--- src/rtl/clk_div_ctrl.sv ---
// ---------------------------------------------------------------------------
// clk_div_ctrl
//   Sequencer that owns the ratio, reset and output-gate inputs of a clk_div
//   instance and changes the divide ratio without glitches on the gated clock.
//   A change runs: gate the output (GATE), hold the divider in reset while the
//   new ratio is loaded (HOLD), let the divider run ungated for
//   SETTLE_MULT*ratio cycles (SETTLE), then ungate (IDLE).
//
// Ports
//   clk_i        in   source clock, same clock that feeds clk_div
//   rst_i        in   synchronous reset, active-high
//   req_valid_i  in   new-ratio request valid
//   req_div_i    in   requested ratio, sampled only at the accept edge
//   req_ready_o  out  high only in IDLE, and low in the cycle done_o pulses
//   div_o        out  ratio to clk_div div_i
//   div_rst_no   out  to clk_div arst_ni; low holds the divider in reset
//   clk_en_o     out  enable for the downstream gate on the divided clock
//   busy_o       out  high in every state other than IDLE
//   done_o       out  1-cycle pulse: ratio change finished, or same-ratio no-op
//   err_o        out  1-cycle pulse: request rejected because ratio is 0
//   dbg_state_o  out  current FSM state (IDLE=0 RESP=1 GATE=2 HOLD=3 SETTLE=4)
//
// Handshake: a request is taken at a rising clk_i edge where req_valid_i and
// req_ready_o are both high. Valid while ready is low is ignored (not queued),
// and the requester may change or drop req_div_i freely after that edge.
// ---------------------------------------------------------------------------
module clk_div_ctrl #(
  parameter int DIV_WIDTH   = 4,
  parameter int DEFAULT_DIV = 1,
  parameter int GATE_CYCLES = 2,
  parameter int RST_CYCLES  = 2,
  parameter int SETTLE_MULT = 2
) (
  input  logic                 clk_i,
  input  logic                 rst_i,
  input  logic                 req_valid_i,
  input  logic [DIV_WIDTH-1:0] req_div_i,
  output logic                 req_ready_o,
  output logic [DIV_WIDTH-1:0] div_o,
  output logic                 div_rst_no,
  output logic                 clk_en_o,
  output logic                 busy_o,
  output logic                 done_o,
  output logic                 err_o,
  output logic [2:0]           dbg_state_o
);

  // Wide enough for SETTLE_MULT*(2**DIV_WIDTH-1) without wrapping.
  localparam int CNT_W = DIV_WIDTH + $clog2(SETTLE_MULT) + 1;

  typedef enum logic [2:0] {
    S_IDLE   = 3'd0,
    S_RESP   = 3'd1,
    S_GATE   = 3'd2,
    S_HOLD   = 3'd3,
    S_SETTLE = 3'd4
  } state_t;

  state_t               r_state, w_state_nxt;
  logic [CNT_W-1:0]     r_cnt, w_cnt_nxt;
  logic [DIV_WIDTH-1:0] r_req_div, w_req_div_nxt;
  logic                 r_from_req, w_from_req_nxt;
  logic [DIV_WIDTH-1:0] r_div, w_div_nxt;
  logic                 r_rst_n, w_rst_n_nxt;
  logic                 r_en, w_en_nxt;
  logic                 r_ready, w_ready_nxt;
  logic                 r_busy, w_busy_nxt;
  logic                 r_done, w_done_nxt;
  logic                 r_err, w_err_nxt;

  logic                 w_accept;
  logic [CNT_W-1:0]     w_settle_len;
  logic                 w_gate_last;
  logic                 w_hold_last;
  logic                 w_settle_last;

  assign w_accept      = (r_state == S_IDLE) && r_ready && req_valid_i;
  assign w_settle_len  = CNT_W'(SETTLE_MULT) * CNT_W'(r_div);
  assign w_gate_last   = (r_cnt == CNT_W'(GATE_CYCLES - 1));
  assign w_hold_last   = (r_cnt == CNT_W'(RST_CYCLES - 1));
  assign w_settle_last = (r_cnt == (w_settle_len - CNT_W'(1)));

  // Next state plus the registered value every output takes in that state.
  always_comb begin
    w_state_nxt    = r_state;
    w_req_div_nxt  = r_req_div;
    w_from_req_nxt = r_from_req;
    w_div_nxt      = r_div;
    w_done_nxt     = 1'b0;
    w_err_nxt      = 1'b0;

    case (r_state)
      S_IDLE: begin
        if (w_accept) begin
          w_req_div_nxt = req_div_i;
          if (req_div_i == '0) begin
            w_state_nxt = S_RESP;
            w_err_nxt   = 1'b1;
          end else if (req_div_i == r_div) begin
            w_state_nxt = S_RESP;
            w_done_nxt  = 1'b1;
          end else begin
            w_state_nxt    = S_GATE;
            w_from_req_nxt = 1'b1;
          end
        end
      end
      S_RESP: w_state_nxt = S_IDLE;
      S_GATE: begin
        if (w_gate_last) begin
          w_state_nxt = S_HOLD;
          // Ratio changes on the same edge the divider enters reset.
          w_div_nxt   = r_req_div;
        end
      end
      S_HOLD: begin
        if (w_hold_last) w_state_nxt = S_SETTLE;
      end
      S_SETTLE: begin
        if (w_settle_last) begin
          w_state_nxt    = S_IDLE;
          // The post-reset settle ends silently; only a requested change reports.
          w_done_nxt     = r_from_req;
          w_from_req_nxt = 1'b0;
        end
      end
      default: w_state_nxt = S_HOLD;
    endcase

    // Counter restarts at zero on every state entry and only runs in timed states.
    if (w_state_nxt != r_state) begin
      w_cnt_nxt = '0;
    end else if (r_state == S_GATE || r_state == S_HOLD || r_state == S_SETTLE) begin
      w_cnt_nxt = r_cnt + CNT_W'(1);
    end else begin
      w_cnt_nxt = '0;
    end

    // Gate is open only in IDLE/RESP, both of which have the divider out of reset.
    w_en_nxt    = (w_state_nxt == S_IDLE) || (w_state_nxt == S_RESP);
    w_rst_n_nxt = (w_state_nxt != S_HOLD);
    w_busy_nxt  = (w_state_nxt != S_IDLE);
    // No new request in the cycle a completion pulse is on the wire.
    w_ready_nxt = (w_state_nxt == S_IDLE) && !w_done_nxt;
  end

  always_ff @(posedge clk_i) begin
    if (rst_i) begin
      r_state    <= S_HOLD;
      r_cnt      <= '0;
      r_req_div  <= '0;
      r_from_req <= 1'b0;
      r_div      <= DIV_WIDTH'(DEFAULT_DIV);
      r_rst_n    <= 1'b0;
      r_en       <= 1'b0;
      r_ready    <= 1'b0;
      r_busy     <= 1'b1;
      r_done     <= 1'b0;
      r_err      <= 1'b0;
    end else begin
      r_state    <= w_state_nxt;
      r_cnt      <= w_cnt_nxt;
      r_req_div  <= w_req_div_nxt;
      r_from_req <= w_from_req_nxt;
      r_div      <= w_div_nxt;
      r_rst_n    <= w_rst_n_nxt;
      r_en       <= w_en_nxt;
      r_ready    <= w_ready_nxt;
      r_busy     <= w_busy_nxt;
      r_done     <= w_done_nxt;
      r_err      <= w_err_nxt;
    end
  end

  assign req_ready_o = r_ready;
  assign div_o       = r_div;
  assign div_rst_no  = r_rst_n;
  assign clk_en_o    = r_en;
  assign busy_o      = r_busy;
  assign done_o      = r_done;
  assign err_o       = r_err;
  assign dbg_state_o = r_state;

endmodule

--- config.mk ---
export PLATFORM = sky130hd
export DESIGN_NAME = clk_div_ctrl
export DESIGN_NICKNAME = d
export VERILOG_FILES = /design/src/rtl/clk_div_ctrl.sv
export SDC_FILE = /design/constraint.sdc
export NUM_CORES = 1
export LEC_CHECK = 0
export ABC_CLOCK_PERIOD_IN_PS = 4700
export CORE_MARGIN = 5
export CORE_UTILIZATION = 50
export DETAILED_ROUTE_END_ITERATION = 12
export PLACE_DENSITY = 0.77
export SLEW_MARGIN = 20
export SYNTH_ARGS = -nofsm -noshare
export SYNTH_HDL_FRONTEND = slang
export SYNTH_SLANG_ARGS = --single-unit
--- constraint.sdc ---
create_clock -name clk_i -period 4.7 [get_ports clk_i]
set_clock_uncertainty 0.2 [all_clocks]
set_input_delay 1.41 -clock clk_i [delete_from_list [all_inputs] [get_ports clk_i]]
set_output_delay 1.41 -clock clk_i [all_outputs]
set_load 0.01 [all_outputs]
==> results.json, run 1 <==
{
  "path_clk_slew_ps": 140,
  "die_w_um": 56.9,
  "synthMuxAreaShare_pct": 6.38,
  "synth_cell_types": 34,
  "fin_cells": 163,
  "synth_area_mm2": 0.00110,
  "slew_viol_final": 0,
  "rrSetupSlack_ps": 2090,
  "drtPass1Iterations": 4,
  "grt_pass1_vias": 817,
  "design_area_mm2": 0.00136,
  "vias_per_cell": 5.29,
  "io-pin-count": 20,
  "p_total_uw": 605,
  "n_antenna_cell": 0,
  "arrival_ps": 1500,
  "cts_max_level": 1,
  "worstSkewPairLatency_ps": 320,
  "nets": 146,
  "crit_fanout": 10,
  "cts_buffers": 3,
  "powerDensity_mw_per_mm2": 446,
  "clock_path_buffers": 2,
  "p_leak_nw": 0.495,
  "syn-instance-count": 116,
  "place_ws_ps": 1410,
  "overflow": 0,
  "drv_cap": 0,
  "seq_area_frac_synth_pct": 43.7,
  "core_area_mm2": 0.00215,
  "die_h_um": 56.9,
  "critPathCaptureType": "output pin",
  "synth-main-ff-cell": "dfxtp_1",
  "grt_pass1_wl_um": 3440,
  "final_common_cell": "dfxtp_1",
  "hold_violations": 0,
  "drt-total-wl_um": 2070,
  "timing.fmax_mhz": 322,
  "crit_chain": "clkdlybuf4s50_1",
  "synth-simple-area-share_pct": 22.3,
  "cts_root_buffer": "clkbuf_4",
  "synth_compound_area_share_pct": 8.31,
  "drtAntennaViolNets": 0,
  "antenna_found_initial": 0,
  "syn_nets": 126,
  "ctsResizeCount": 0,
  "dr_wl_met2_um": 988,
  "synth_xor_area_share_pct": 12.0,
  "rr_startpoint": "div_o[0]",
  "min_to": "r_cnt[0]",
  "worstPathRequired_ps": 3090,
  "postCtsSetupRepairBufs": 0,
  "path_delay_family": "buffers and inverters",
  "rsz0062_at_grt": "false",
  "yosysWarnings": 0,
  "grt_max_degree": 15,
  "hp-start": "r_cnt[0]",
  "drcViolationCount": 0,
  "syn_area_per_cell_um2": 9.47,
  "timing.final.ws_setup_ps": 1590,
  "wl_met3_um": 121,
  "critPathSlowestCell": "clkdlybuf4s50_1",
  "r2r_cells": 7,
  "postCtsHoldBufs": 0,
  "top_layer_used": "met4",
  "cts_tree": "built",
  "io_buffers": 19,
  "crit_type": "register to output pin",
  "synth_edf_count": 0,
  "synth_adder_area_share_pct": 3.42,
  "dp.cells": 159,
  "holdCritPathClass": "register to register",
  "die_area_mm2": 0.00323,
  "max_slew_margin_pct": 44.6,
  "ys_ff_latch": 24,
  "ir_worst_vdd_v": 0.000260,
  "place_area_mm2": 0.00130,
  "status": "completed",
  "drive_gt1_share_pct": 5.19,
  "crit_path_max_incr_delay_ps": 610,
  "vias": 863,
  "min_period_over_period_pct": 66.1,
  "wl_per_cell_um": 12.7,
  "period_needed_ps": 3110,
  "cts_sinks": 24,
  "final_cell_mix": "dfxtp_1, clkdlybuf4s50_1, nor2_1",
  "cp-start-kind": "register",
  "synth_top_family_by_area": "simple AND/OR/NAND/NOR gates",
  "wl_met1_um": 924,
  "timing.setup.tns_ps": 0,
  "routabilityCongestion": 0.819,
  "start_util_pct": 51.1,
  "area_delta_synth_final_pct": 23.5,
  "dp_hpwl_um": 1630,
  "drt_iter0_drc": 11,
  "tightest_slew_ps": 824,
  "synth_async_sr_flop_share_pct": 0,
  "crit_buf_inv": 1,
  "rows": 17,
  "r2r_end": "r_cnt[4]",
  "whs_path_depth": 1,
  "grt_usage_pct": 13.6,
  "setup_viol": 0
}
worst max path at each step:
stage,start,endpoint,depth (start not counted)
2_1_floorplan,req_div_i[0],req_ready_o,4
3_3_place_gp,req_div_i[0],req_ready_o,5
3_5_place_dp,req_div_i[0],req_ready_o,5
4_1_cts,dbg_state_o[2],dbg_state_o[2],1
5_1_grt,dbg_state_o[2],dbg_state_o[2],1
6_report,dbg_state_o[2],dbg_state_o[2],1
cells by family (layout without fill, tap and decap cells):
group	Yosys count	in the layout
AND/OR/NAND/NOR	44	44
flip-flops	24	24
XOR/XNOR	15	15
AO/OA/AOI/OAI	13	13
buffers and inverters	10	29
multiplexers	7	7
adder cells (fa/ha/maj)	3	3
registers in the layout (all words and copies together) (netlist names):
signal       flops
r_cnt            6
div_o            4
r_req_div        4
dbg_state_o      3
busy_o           1
clk_en_o         1
div_rst_no       1
done_o           1
err_o            1
r_from_req       1
req_ready_o      1
metal layers:
| layer | GRT usage, % | up-vias |
|---|---|---|
| li1 | - | 437 |
| met1 | 16.1 | 397 |
| met2 | 22.8 | 24 |
| met3 | 3.91 | 5 |
| met4 | 5.96 | 0 |
| met5 | 0 | - |
synthesized netlist by cell type, types with 2 or more instances:
| cell | number | area share, % |
|---|---|---|
| mux2i_1 | 7 | 6.4 |
| a31oi_1 | 2 | 1.1 |
| nand3_1 | 5 | 2.3 |
| inv_1 | 6 | 2.0 |
| nand2_1 | 7 | 2.4 |
| ha_1 | 3 | 3.4 |
| xor2_1 | 5 | 4.0 |
| clkbuf_1 | 2 | 0.68 |
| nand4_1 | 2 | 1.1 |
| a21oi_1 | 4 | 1.8 |
| nor3b_1 | 2 | 1.4 |
| and4_1 | 2 | 1.6 |
| nor2_1 | 16 | 5.5 |
| dfxtp_1 | 24 | 44 |
| xnor2_1 | 10 | 8.0 |
per-stage QoR:
step | hold slack, ps | util [%]
finish | 301 | 63.1
global route | 322 | 63.1
CTS | 304 | 63.1
detailed placement | 276 | 60.7
global placement | 262 | 60.7
floorplan | 241 | -
where the power goes:
group          internal [mW]  leakage [nW]  switching [mW]  total (mW)
Combinational         0.0963         0.273          0.0946       0.191
Clock                 0.0863        0.0279          0.0625       0.149
Sequential             0.230         0.195          0.0353       0.266
final cells by class:
type	instances	area [um2]
Inverter	6	22.5
Clock buffer	3	22.5
Tap cell	28	35.0
Multi-Input combinational cell	82	576
Timing Repair Buffer	19	190
Sequential cell	24	480
Fill cell	187	792
Clock inverter	1	30.0
Power figures use the tool's default switching activity.
==> inputs of run 2 (changes only) <==
Settings changed: ABC_CLOCK_PERIOD_IN_PS 4700 to 2700, CORE_UTILIZATION 50 to 45, PLACE_DENSITY 0.77 to 0.73.
Clock period 4.7 ns to 2.7 ns, I/O delays scaled along.
==> results.json, run 2 (synthesized netlist as in run 1, its figures left out) <==
{
  "io_buffers": 19,
  "p_total_mw": 1.06,
  "grt_pass1_wl_um": 3690,
  "ctsResizeCount": 0,
  "worstPathRequired_ps": 1690,
  "postCtsSetupRepairBufs": 0,
  "final_cell_mix": "dfxtp_1, clkdlybuf4s50_1, nor2_1",
  "routabilityCongestion": 0.761,
  "period_needed_ps": 2500,
  "drive_gt1_share_pct": 8.57,
  "start_util_pct": 45.6,
  "cp-start-kind": "register",
  "drv_cap": 0,
  "path_clk_slew_ps": 140,
  "crit_chain": "clkdlybuf4s50_1",
  "nets": 151,
  "postCtsHoldBufs": 0,
  "cts_max_level": 1,
  "critPathCaptureType": "output pin",
  "drcViolationCount": 0,
  "clock_path_buffers": 2,
  "dp_hpwl_um": 1640,
  "min_period_over_period_pct": 92.4,
  "max_slew_margin_pct": 70.8,
  "timing.fmax_mhz": 401,
  "tightest_slew_ps": 434,
  "switching_share_pct": 31.1,
  "die_area_mm2": 0.00353,
  "rsz0062_at_grt": "false",
  "overflow": 0,
  "timing.setup.tns_ps": 0,
  "p_int_uw": 730,
  "cts_buffers": 3,
  "crit_buf_inv": 1,
  "wl_per_cell_um": 12.3,
  "vias_per_cell": 5.19,
  "grt_pass1_vias": 889,
  "crit_path_max_incr_delay_ps": 610,
  "crit_type": "register to output pin",
  "cts_tree": "built",
  "area_delta_synth_final_pct": 27.1,
  "rows": 18,
  "cts_sinks": 24,
  "holdCritPathClass": "register to register",
  "comb_power_share_pct": 32.3,
  "core_area_mm2": 0.00241,
  "antenna_found_initial": 0,
  "io-pin-count": 20,
  "fillers": 203,
  "holdWs_ps": 298,
  "place_ws_ps": 68.1,
  "p_seq_share_pct": 43.6,
  "hold_violations": 0,
  "critPathSlowestCell": "clkdlybuf4s50_1",
  "drtPass1Iterations": 4,
  "timing.final.ws_setup_ps": 205,
  "final_common_cell": "dfxtp_1",
  "power.switching_uw": 329,
  "die_w_um": 59.4,
  "grt_max_degree": 15,
  "n_antenna_cell": 0,
  "grt_usage_pct": 13.2,
  "p_leak_nw": 0.520,
  "ir_worst_vdd_v": 0.000450,
  "die_h_um": 59.4,
  "crit_fanout": 10,
  "arrival_ps": 1490,
  "setup_viol": 0,
  "drt_iter0_drc": 14,
  "slew_viol_final": 0,
  "registers.top_by_ff_count": "r_cnt",
  "worstSkewPairLatency_ps": 310,
  "powerDensity_mw_per_mm2": 758,
  "largest_reg_flops": 6,
  "status": "completed",
  "drt-total-wl_um": 2090,
  "vias": 882,
  "drtAntennaViolNets": 0,
  "path_delay_family": "buffers and inverters",
  "cts_root_buffer": "clkbuf_4",
  "pwr-share-clk_pct": 24.1
}
## run 2: cell count changes in the layout (fill, tap and decap cells not counted)
cell,previous run,this run
buf_4,0,5
## run 2: cell type report
type | count | area (um2) | area share, %
multi-input cells | 82 | 576 | 41.2
inverters | 6 | 22.5 | 1.61
flip-flops and latches | 24 | 480 | 34.4
repair buffers | 24 | 228 | 16.3
well taps | 30 | 37.5 | 2.69
clock buffers | 3 | 22.5 | 1.61
clock inverters | 1 | 30.0 | 2.15
## run 2: path summary, 6_finish.rpt
check                               startpoint        endpoint  slack (ps)  cells past startpoint
worst max-delay path            dbg_state_o[2]  dbg_state_o[2]         200                      1
worst min-delay path                  r_cnt[0]        r_cnt[0]         300                      1
worst max register to register        r_cnt[0]        div_o[3]         490                      6
worst min register to register        r_cnt[0]        r_cnt[0]         300                      1
## run 2: worst reg2reg max path, cell delays in order, from the launching register on
cell	delay, ps
dfxtp_1	420
ha_1	160
or4b_4	470
or2_4	260
nor4_4	330
mux2i_1	240
nor2_1	50
## run 2: layer usage
| metal | vias up | GRT usage, % | share of wire [%] |
|---|---|---|---|
| met5 | - | 0 | 0 |
| met4 | 0 | 2.91 | 0 |
| met3 | 0 | 2.40 | 3.9 |
| met2 | 16 | 22.3 | 48 |
| met1 | 417 | 17.4 | 48 |
| li1 | 449 | - | - |
## run 2: per-stage QoR
step / cells / cell area (um2) / util (%)
6_report: 170 / 1400 / 57.9
3_5_place_dp: 166 / 1340 / 55.8
3_3_place_gp: 166 / 1340 / 55.8
2_1_floorplan: 116 / 1100 / -
4_1_cts: 170 / 1400 / 57.9
5_1_grt: 170 / 1400 / 57.9
## run 2: power groups by stage
| stage | registers (mW) | logic (mW) | clock network [mW] |
|---|---|---|---|
| 6_report | 0.461 | 0.342 | 0.255 |
| 5_1_grt | 0.473 | 0.377 | 0.276 |
| 4_1_cts | 0.463 | 0.346 | 0.263 |
| 3_5_place_dp | 0.471 | 0.344 | 0 |
| 3_3_place_gp | 0.469 | 0.343 | 0 |
| 2_1_floorplan | 0.464 | 0.219 | 0 |
